### src/rtl/display_scan_ctrl.sv
// display_scan_ctrl: time-multiplexed scan controller for an 8-digit display.
// A prescaler divides clk into DIV-cycle digit slots. sel steps through digits 0..7.
// frame_tick pulses for one cycle after sel wraps from 7 back to 0.
// The an output drives the active-low anodes. It is decoded combinationally from the
// registered state, en and digit_en.
// Optional feature: define SCAN_BLANK_EN to force all anodes off for the first BLANK
// cycles of every slot (anti-ghosting). Without it, BLANK has no effect.
module display_scan_ctrl #(
  parameter int unsigned DIV   = 100000,
  parameter int unsigned BLANK = 1000
) (
  input  logic       clk,
  input  logic       rst_n,
  input  logic       en,
  input  logic [7:0] digit_en,
  output logic [2:0] sel,
  output logic [7:0] an,
  output logic       frame_tick
);

  localparam int unsigned CNT_W = (DIV > 1) ? $clog2(DIV) : 1;
  localparam logic [CNT_W-1:0] CNT_MAX = CNT_W'(DIV - 1);
  // One extra bit so BLANK (< DIV <= 2**CNT_W) always fits without truncation.
  localparam logic [CNT_W:0]   BLANK_C = (CNT_W + 1)'(BLANK);

`ifdef SCAN_BLANK_EN
  localparam bit BLANK_ON = 1'b1;
`else
  localparam bit BLANK_ON = 1'b0;
`endif

  logic [CNT_W-1:0] cnt_q, cnt_d;
  logic [2:0]       sel_q, sel_d;
  logic             frame_tick_q, frame_tick_d;
  logic             slot_end;
  logic             blank;

  assign slot_end = (cnt_q == CNT_MAX);

  // Next-state logic: the counter and select only move while enabled.
  // A slot always runs its full DIV cycles, whatever digit_en says.
  always_comb begin
    cnt_d        = cnt_q;
    sel_d        = sel_q;
    frame_tick_d = 1'b0;
    if (en) begin
      if (slot_end) begin
        cnt_d        = '0;
        sel_d        = sel_q + 3'd1;
        frame_tick_d = (sel_q == 3'd7);
      end else begin
        cnt_d = cnt_q + CNT_W'(1);
      end
    end
  end

  // State registers with synchronous active-low reset.
  always_ff @(posedge clk) begin
    if (!rst_n) begin
      cnt_q        <= '0;
      sel_q        <= '0;
      frame_tick_q <= 1'b0;
    end else begin
      cnt_q        <= cnt_d;
      sel_q        <= sel_d;
      frame_tick_q <= frame_tick_d;
    end
  end

  // With blanking compiled out, BLANK_ON folds this to constant 0.
  assign blank = BLANK_ON && ({1'b0, cnt_q} < BLANK_C);

  // Anode decode: light only the selected digit, when enabled, unmasked and not blanked.
  always_comb begin
    an = 8'hFF;
    if (en && digit_en[sel_q] && !blank) begin
      an[sel_q] = 1'b0;
    end
  end

  assign sel        = sel_q;
  assign frame_tick = frame_tick_q;

endmodule

### config.mk
export PLATFORM = sky130hd
export DESIGN_NAME = display_scan_ctrl
export DESIGN_NICKNAME = d
export VERILOG_FILES = /design/src/rtl/display_scan_ctrl.sv
export SDC_FILE = /design/constraint.sdc
export NUM_CORES = 1
export LEC_CHECK = 0
export CAP_MARGIN = 20
export CORE_MARGIN = 3
export CORE_UTILIZATION = 65
export CTS_CLUSTER_SIZE = 28
export DETAILED_ROUTE_END_ITERATION = 7
export DONT_BUFFER_PORTS = 1
export GPL_TIMING_DRIVEN = 1
export PLACE_DENSITY = 0.85
export SKIP_CTS_REPAIR_TIMING = 1
export SYNTH_ARGS = -nofsm -noshare
export SYNTH_HDL_FRONTEND = slang
export SYNTH_SLANG_ARGS = --single-unit
### constraint.sdc
create_clock -name clk -period 4.9 [get_ports clk]
set_input_delay 0.98 -clock clk [delete_from_list [all_inputs] [get_ports clk]]
set_output_delay 0.98 -clock clk [all_outputs]
set_load 0.1 [all_outputs]
==> results summary, run 1 <==
The largest total area in the synthesized netlist belongs to sky130_fd_sc_hd__dfxtp_1. The relative slew slack is a little under a third. The kind of path behind the tightest hold check is reg -> reg. The setup path with the least slack is of type in -> out. The cell family contributing the most delay on the critical path is simple AND/OR/NAND/NOR gates. The number of nets in the final layout is 151. The routed layout has ~940 vias.

Among all flip-flop cells after synthesis, the most frequent one is sky130_fd_sc_hd__dfxtp_1. The flow ran to the end, and the final reports show no timing, DRC or antenna violations. The time the final worst path needs with I/O delays and setup is around 3.0 ns. The overflow left after global routing came out at 0.

The static power due to leakage is just under 0.0004 uW. The unique cell type count in the Yosys netlist came out at 31. The endpoint arrival time on the critical path is 2.00 ns. STA classifies the critical path endpoint as a primary output.

After layout, the worst path uses between 60% and 70% of the clock period. The reg-to-reg setup timing slack came out at around 2.6 ns. The placed wire-length estimate after detailed placement is between 1500 and 2000 um.

Walking the worst path, the cells encountered are nor2b_1, nand3_1. The area added between synthesis and finish came out at 8.48%. The type of origin of the critical path is a primary input.

The layout filler cell count is 118. Synthesis handed over a netlist of around 130 instances. The number of synthesized flops with an enable pin came out at 0. The repair_antennas step left the layout with diodes totalling 0.

The number of antenna violations at the first check in global routing is 0. The via count of the first global-routing pass was 831. Row generation in the floorplan step produced 14 rows. Summed over all failing endpoints, the final setup total negative slack is 0 ns.

The combined area of all synthesized cells is approximately 1100 um^2. The wire length per cell is ~14 um. Among all cell types in the netlist, the one instantiated most often is sky130_fd_sc_hd__dfxtp_1. The maximum fanout along the worst path is 13. The full die area is around 2200 um^2. The tree built by TritonCTS fans out to 21 sinks.

The average cell area after synthesis came out at 8.48 um^2. The final count of hold timing violations is 0. Yosys attributes the largest share of cell area to sky130_fd_sc_hd__dfxtp_1 (39%), sky130_fd_sc_hd__xnor2_1 (7.3%), sky130_fd_sc_hd__nand3_1 (5.6%), sky130_fd_sc_hd__nor2_1 (5.6%), sky130_fd_sc_hd__nand4_1 (5.2%). In the routed layout, each cell is associated on average with a via count of around 6.2. The vertical die dimension came out at 46.7 um.

In this run, the number of DRC markers left after iteration 0 of detailed routing was 26. The upper clock frequency limit came out at around 340 MHz. The number of optimization iterations in the first detailed-route pass came out at 4.

The proportion of layout cells with a drive suffix above 1 came out at a little under an eighth. The clock-pin slew of the registers on the worst-case setup and hold paths came out at 0.11 ns. The global placement routability congestion is around 0.84. The worst voltage drop across the vdd grid is between 0.2 and 0.25 mV.

The global-route wire length before repair came out at 3490 um. The number of warnings printed during yosys synthesis is 0. The number of synthesized register bits came out at 21. The highest-delay cell along the critical path is sky130_fd_sc_hd__nand3_1. The largest incremental delay on the critical path is 0.80 ns. Summed over all layers, the routed wires come to 2090 um. The share of async-settable or async-resettable flops after synthesis is 0%. After synthesis, the most frequently instantiated cells are sky130_fd_sc_hd__dfxtp_1 (21), sky130_fd_sc_hd__nor2_1 (16), sky130_fd_sc_hd__nand3_1 (12).

The root buffer cell chosen for the clock tree is sky130_fd_sc_hd__clkbuf_4. The CTS tree is built. The number of H-tree levels came out at 1. In this run, CTS created clock tree buffers numbering 3. The clock latency at the later pin of the worst-skew pair is about 0.3 ns. The die width is 46.7 um. The share of Yosys cell area claimed by the top area cell type came out at 39.0%.

The count of nets left with antenna violations once routing finished came out at 0. Entering global routing, the biggest net connects 17 pins. The longest clock path from root to sink contains 2 buffers. Setup repair after global routing left no endpoint under its margin. Setup violations remaining at the end of the flow were counted as 0. The transition time of the tightest slew-check pin came out at roughly 1 ns. The total power divided by cell area is between 200 and 250 nW/um^2. The sequential share of the synthesized area came out at between 30% and 40%. For this configuration, the core starts out at a cell density of a little over two thirds. The count of input and output buffers came out at 0.

The net count after synthesis came out at roughly 140. The final cell utilization of the core is between 70% and 80%. The total core area came out at 1540 um^2.

Max-cap violations in this run came to 0. The total routing resource utilization after global routing came out at 22.3%. After detailed routing, the number of remaining DRC violations is 0. Data on the critical path is required at its endpoint by 3.92 ns. The count of buffer and inverter cells on the critical path is 0. The final number of max-transition violations came to 0. The I/O pin count came out at 23. The setup skew after layout is about 0.00076 ns.
## tightest hold or removal path, stage by stage, from the launching register on
cell                      delay (ns)
sky130_fd_sc_hd__dfxtp_1        0.36
sky130_fd_sc_hd__o31ai_1        0.08
sky130_fd_sc_hd__a21oi_1        0.05
## layout by cell type, fill, tap and decap left out, drive strengths merged, types with 3 or more instances in the layout
cell,instances
dfxtp,21
nor2,16
nand3,12
nand4,9
xnor2,9
buf,8
nand2,6
nor4,5
nor2b,4
nor3,4
inv,4
a21oi,4
xor2,4
o21ai,4
clkbuf,4
and3,3
and4,3
ha,3
## cell type report
| type | count | area (um^2) | share of cell area, % |
|---|---|---|---|
| clock buffers | 4 | 26.3 | 2.25 |
| inverters | 4 | 15.0 | 1.28 |
| multi-input cells | 99 | 627 | 53.6 |
| flip-flops and latches | 21 | 420 | 36.0 |
| well taps | 16 | 20.0 | 1.71 |
| repair buffers | 8 | 60.1 | 5.14 |
## per-stage QoR
step                      cells  hold WS (ns)  total power [uW]  setup slack [ns]  area (um^2)
final                       152         0.528               267              1.92         1170
after global placement      148         0.497               190              1.92         1140
after CTS                   152         0.526               272              1.92         1170
after global routing        152         0.571               279              1.85         1170
after detailed placement    148         0.515               191              1.92         1140
after floorplan             127         0.477               190              1.46         1080
## layer usage
metal,vias to the layer above,track usage [%],routed length (um)
met5,-,0,0
met3,2,5.47,110
met4,0,8.29,12
li1,482,-,-
met1,432,30.1,948
met2,26,34.3,1020
## flip-flops by register name (all words and copies together) (netlist names)
name and count:
cnt_q 17, sel 3, frame_tick 1
## worst paths after layout
| check | from | to | depth (start not counted) |
|---|---|---|---|
| max | en | an[1] | 2 |
| min reg2reg | cnt_q[13] | cnt_q[13] | 2 |
| min | cnt_q[13] | cnt_q[13] | 2 |
| max reg2reg | cnt_q[0] | cnt_q[15] | 5 |
## cell families (layout without fill, tap and decap cells)
family	count (synthesis)	in the layout	share of synthesized area, %
flops	21	21	39.0
buf+inv	7	16	2.79
xor+xnor	13	13	10.6
simple gates	69	69	35.4
mux	1	1	0.929
compound gates	13	13	7.78
fa+ha+maj	3	3	3.48
## power breakdown
part	internal, uW	switching [uW]
clock network	31.7	48.7
registers	172	2.78
logic	3.44	8.00
No activity file was read; power rests on OpenSTA's default activity.
==> inputs of run 2 (changes only) <==
CORE_UTILIZATION = 60   (was 65)
PLACE_DENSITY = 0.8   (was 0.85)
clock period = 2.9 ns   (was 4.9 ns; I/O delays follow)
==> run 2 against run 1 <==
Net effect: combinational power increased by 81%; core utilization is 0.46 points lower; sequential share of layout area decreased by 0.97 points; die area is 7.3% higher; power up 70%; critical path type is now reg -> reg; routed wire length increased by 7.7%; critical endpoint is now cnt_q[16]; sequential cell count unchanged; global-route usage shrank 1.8 points.
==> results summary, run 2 (synthesis gave the netlist of run 1 again) <==
The hold slack is 0.415 ns (-0.113 ns). The effective utilization at floorplan is 67.6% (-2.3 points). The kind of path behind the tightest hold check is in -> reg. The placed wire-length estimate after detailed placement came out at 1740 um (+9.1%).

The number of rows in the core area is 14 (unchanged). The number of nets still failing antenna checks after routing came to 0 (unchanged). The critical path goes through ha_1, nand4_1, or3_4, o21ai_2, o21ba_2. The static power due to leakage came out at 0.000404 uW (+3.3%). The vertical die dimension is 48.4 um (+3.6%). The flow ran to the end, and the final reports show no timing, DRC or antenna violations. The critical path is of the reg -> reg type. The global-route wire length before repair came to 3850 um (+10%).

The total routing resource utilization after global routing was 20.5% (-1.8 points). The endpoint arrival time on the critical path was 2.51 ns (+0.51 ns). The overflow left after global routing came out at 0 (unchanged). The reg-to-reg setup timing slack came out at 0.59 ns (-1.96 ns). The critical path starts at cnt_q[0]. The termination of the worst setup path is cnt_q[16]. The full die area is 2340 um^2 (+7.3%). The uppermost metal layer occupied by signal nets is met4. The number of DRC violations after detailed-routing iteration 0 was 18 (-31%).

The detailed-route wire length on metal 1 came out at 967 um (+2.0%). The die width is 48.4 um (+3.6%). The final sum of negative setup slack came out at 0 ns (unchanged). The clock net sink count is 21 (unchanged).

The I/O pin count is 23 (unchanged). The routed wire length came out at 2250 um (+7.7%). The post-route DRC violation count is 0 (unchanged).

The total power divided by cell area was 378 nW/um^2 (+65%). The clock-pin slew of the registers on the worst-case setup and hold paths came out at 0.11 ns (about the same). The relative slew slack was 38.1% (+6.8 points). The via count of the first global-routing pass came to 922 (+11%). The post-placement worst setup slack is 0.618 ns (-1.30 ns).

The transition time of the tightest slew-check pin is 0.927 ns (-0.101 ns). The final count of hold timing violations is 0 (unchanged). In the layout the commonest cells are sky130_fd_sc_hd__dfxtp_1 (21), sky130_fd_sc_hd__nor2_1 (16), sky130_fd_sc_hd__nand3_1 (12). The buffer depth of the longest clock path came to 2 (unchanged). The global placement routability congestion is 0.843 (about the same). The proportion of layout cells with a drive suffix above 1 is 13.7% (+1.9 points). The tree is rooted in a sky130_fd_sc_hd__clkbuf_4. The number of flip-flops under the largest register name came out at 17 (unchanged).

The largest net degree at the start of global routing is 17 (unchanged). The time the final worst path needs with I/O delays and setup came out at between 2 and 2.5 ns. The upper clock frequency limit came out at roughly 430 MHz. The via-per-instance ratio is 5.96 (-3.9%). The number of H-tree levels is 1 (unchanged).

The antenna diode instance count came to 0 (unchanged). The maximum fanout along the worst path came out at 16 (+3). The worst voltage drop across the vdd grid is 0.431 mV (+92%).

The number of cells traversed by the worst register-to-register path came out at 5 (unchanged). The type of origin of the critical path is a flip-flop. The number of nets in the final layout came out at 154 (+2.0%).

The max-cap check violation count was 0 (unchanged). The wire length per cell came out at 13.8 um (+0.39%). The total core area came out at 1590 um^2 (+3.4%). The routed wire length on met2 was 1100 um (+8.2%). The sum of met3 wire segment lengths after detailed routing came out at 152 um (+38%).

The required time reported for the critical path endpoint is 3.11 ns (-0.81 ns). TritonCTS built the clock tree. The final count of negative-setup-slack endpoints is 0 (unchanged).

Ranked by flip-flop count, first place goes to cnt_q. The endpoint identified for the worst register-to-register timing path is cnt_q[16]. Leaving out fill and tap cells, the most frequent cell in the layout is sky130_fd_sc_hd__dfxtp_1.

The final cell utilization of the core is 75.4% (-0.46 points). The number of optimization iterations in the first detailed-route pass came to 4 (unchanged). The area added between synthesis and finish came out at 11.5%. In the finished design, the share of the clock period the worst path needs comes to 79.5%.

The number of antenna violations at the first check in global routing came out at 0 (unchanged). The slowest stage of the critical path is the sky130_fd_sc_hd__o21ai_2 cell. The largest incremental delay on the critical path came out at 0.50 ns (-0.30 ns). The total via count after detailed routing came to 971 (+3.1%). The setup slack of the critical path after layout came out at 0.593 ns (-1.33 ns). The count of input and output buffers was 0 (unchanged). The setup skew after layout is 0.000593 ns (-0.000167 ns).

The TritonCTS buffer count is 3 (unchanged). The clock latency at the later pin of the worst-skew pair came to 0.30 ns (about the same). Setup repair after global routing left no endpoint under its margin.

The final number of max-transition violations came to 0 (unchanged). STA classifies the critical path endpoint as a flip-flop. The startpoint identified for the worst register-to-register timing path is cnt_q[0].
## run 2: cell types whose count changed in the layout (fill, tap and decap cells not counted), sizes merged
cell,delta
buf,+3
## run 2: cell type report
cell class,count,area (um^2)
inverter,4,15.0
tap,24,30.0
clock buffer,4,26.3
multi-input combinational,99,627
timing repair buffer,11,82.6
fill,115,393
sequential,21,420
## run 2: worst min path at each step
stage / start / end / slack (ns) / depth (start not counted)
floorplan: cnt_q[13] / cnt_q[13] / 0.48 / 2
global placement: cnt_q[13] / cnt_q[13] / 0.51 / 2
detailed placement: cnt_q[13] / cnt_q[13] / 0.51 / 2
CTS: rst_n / frame_tick / 0.42 / 1
global route: rst_n / frame_tick / 0.41 / 1
finish: rst_n / frame_tick / 0.41 / 1
## run 2: power breakdown
group / internal (uW) / switching, uW / total, uW
clock network: 53.6 / 84.0 / 138
logic: 6.90 / 13.7 / 20.6
registers: 291 / 4.62 / 296
## run 2: per-stage QoR
| step | area (um^2) | total power, uW | std cells |
|---|---|---|---|
| floorplan | 1080 | 321 | 127 |
| global placement | 1170 | 322 | 159 |
| detailed placement | 1170 | 323 | 159 |
| CTS | 1200 | 455 | 163 |
| global route | 1200 | 473 | 163 |
| finish | 1200 | 454 | 163 |
## run 2: worst max-delay path: cells and delay by family, from the launching register on
kind / cells / cell delay [ns]
compound gates: 2 / 0.75
fa+ha+maj: 1 / 0.24
flops: 1 / 0.45
simple gates: 2 / 0.78
## run 2: per-layer routing
metal  GRT usage [%]  up-vias
met4            9.00        0
met2            34.9       35
met3            5.52        4
met5               0        -
met1            24.1      446
li1                -      486
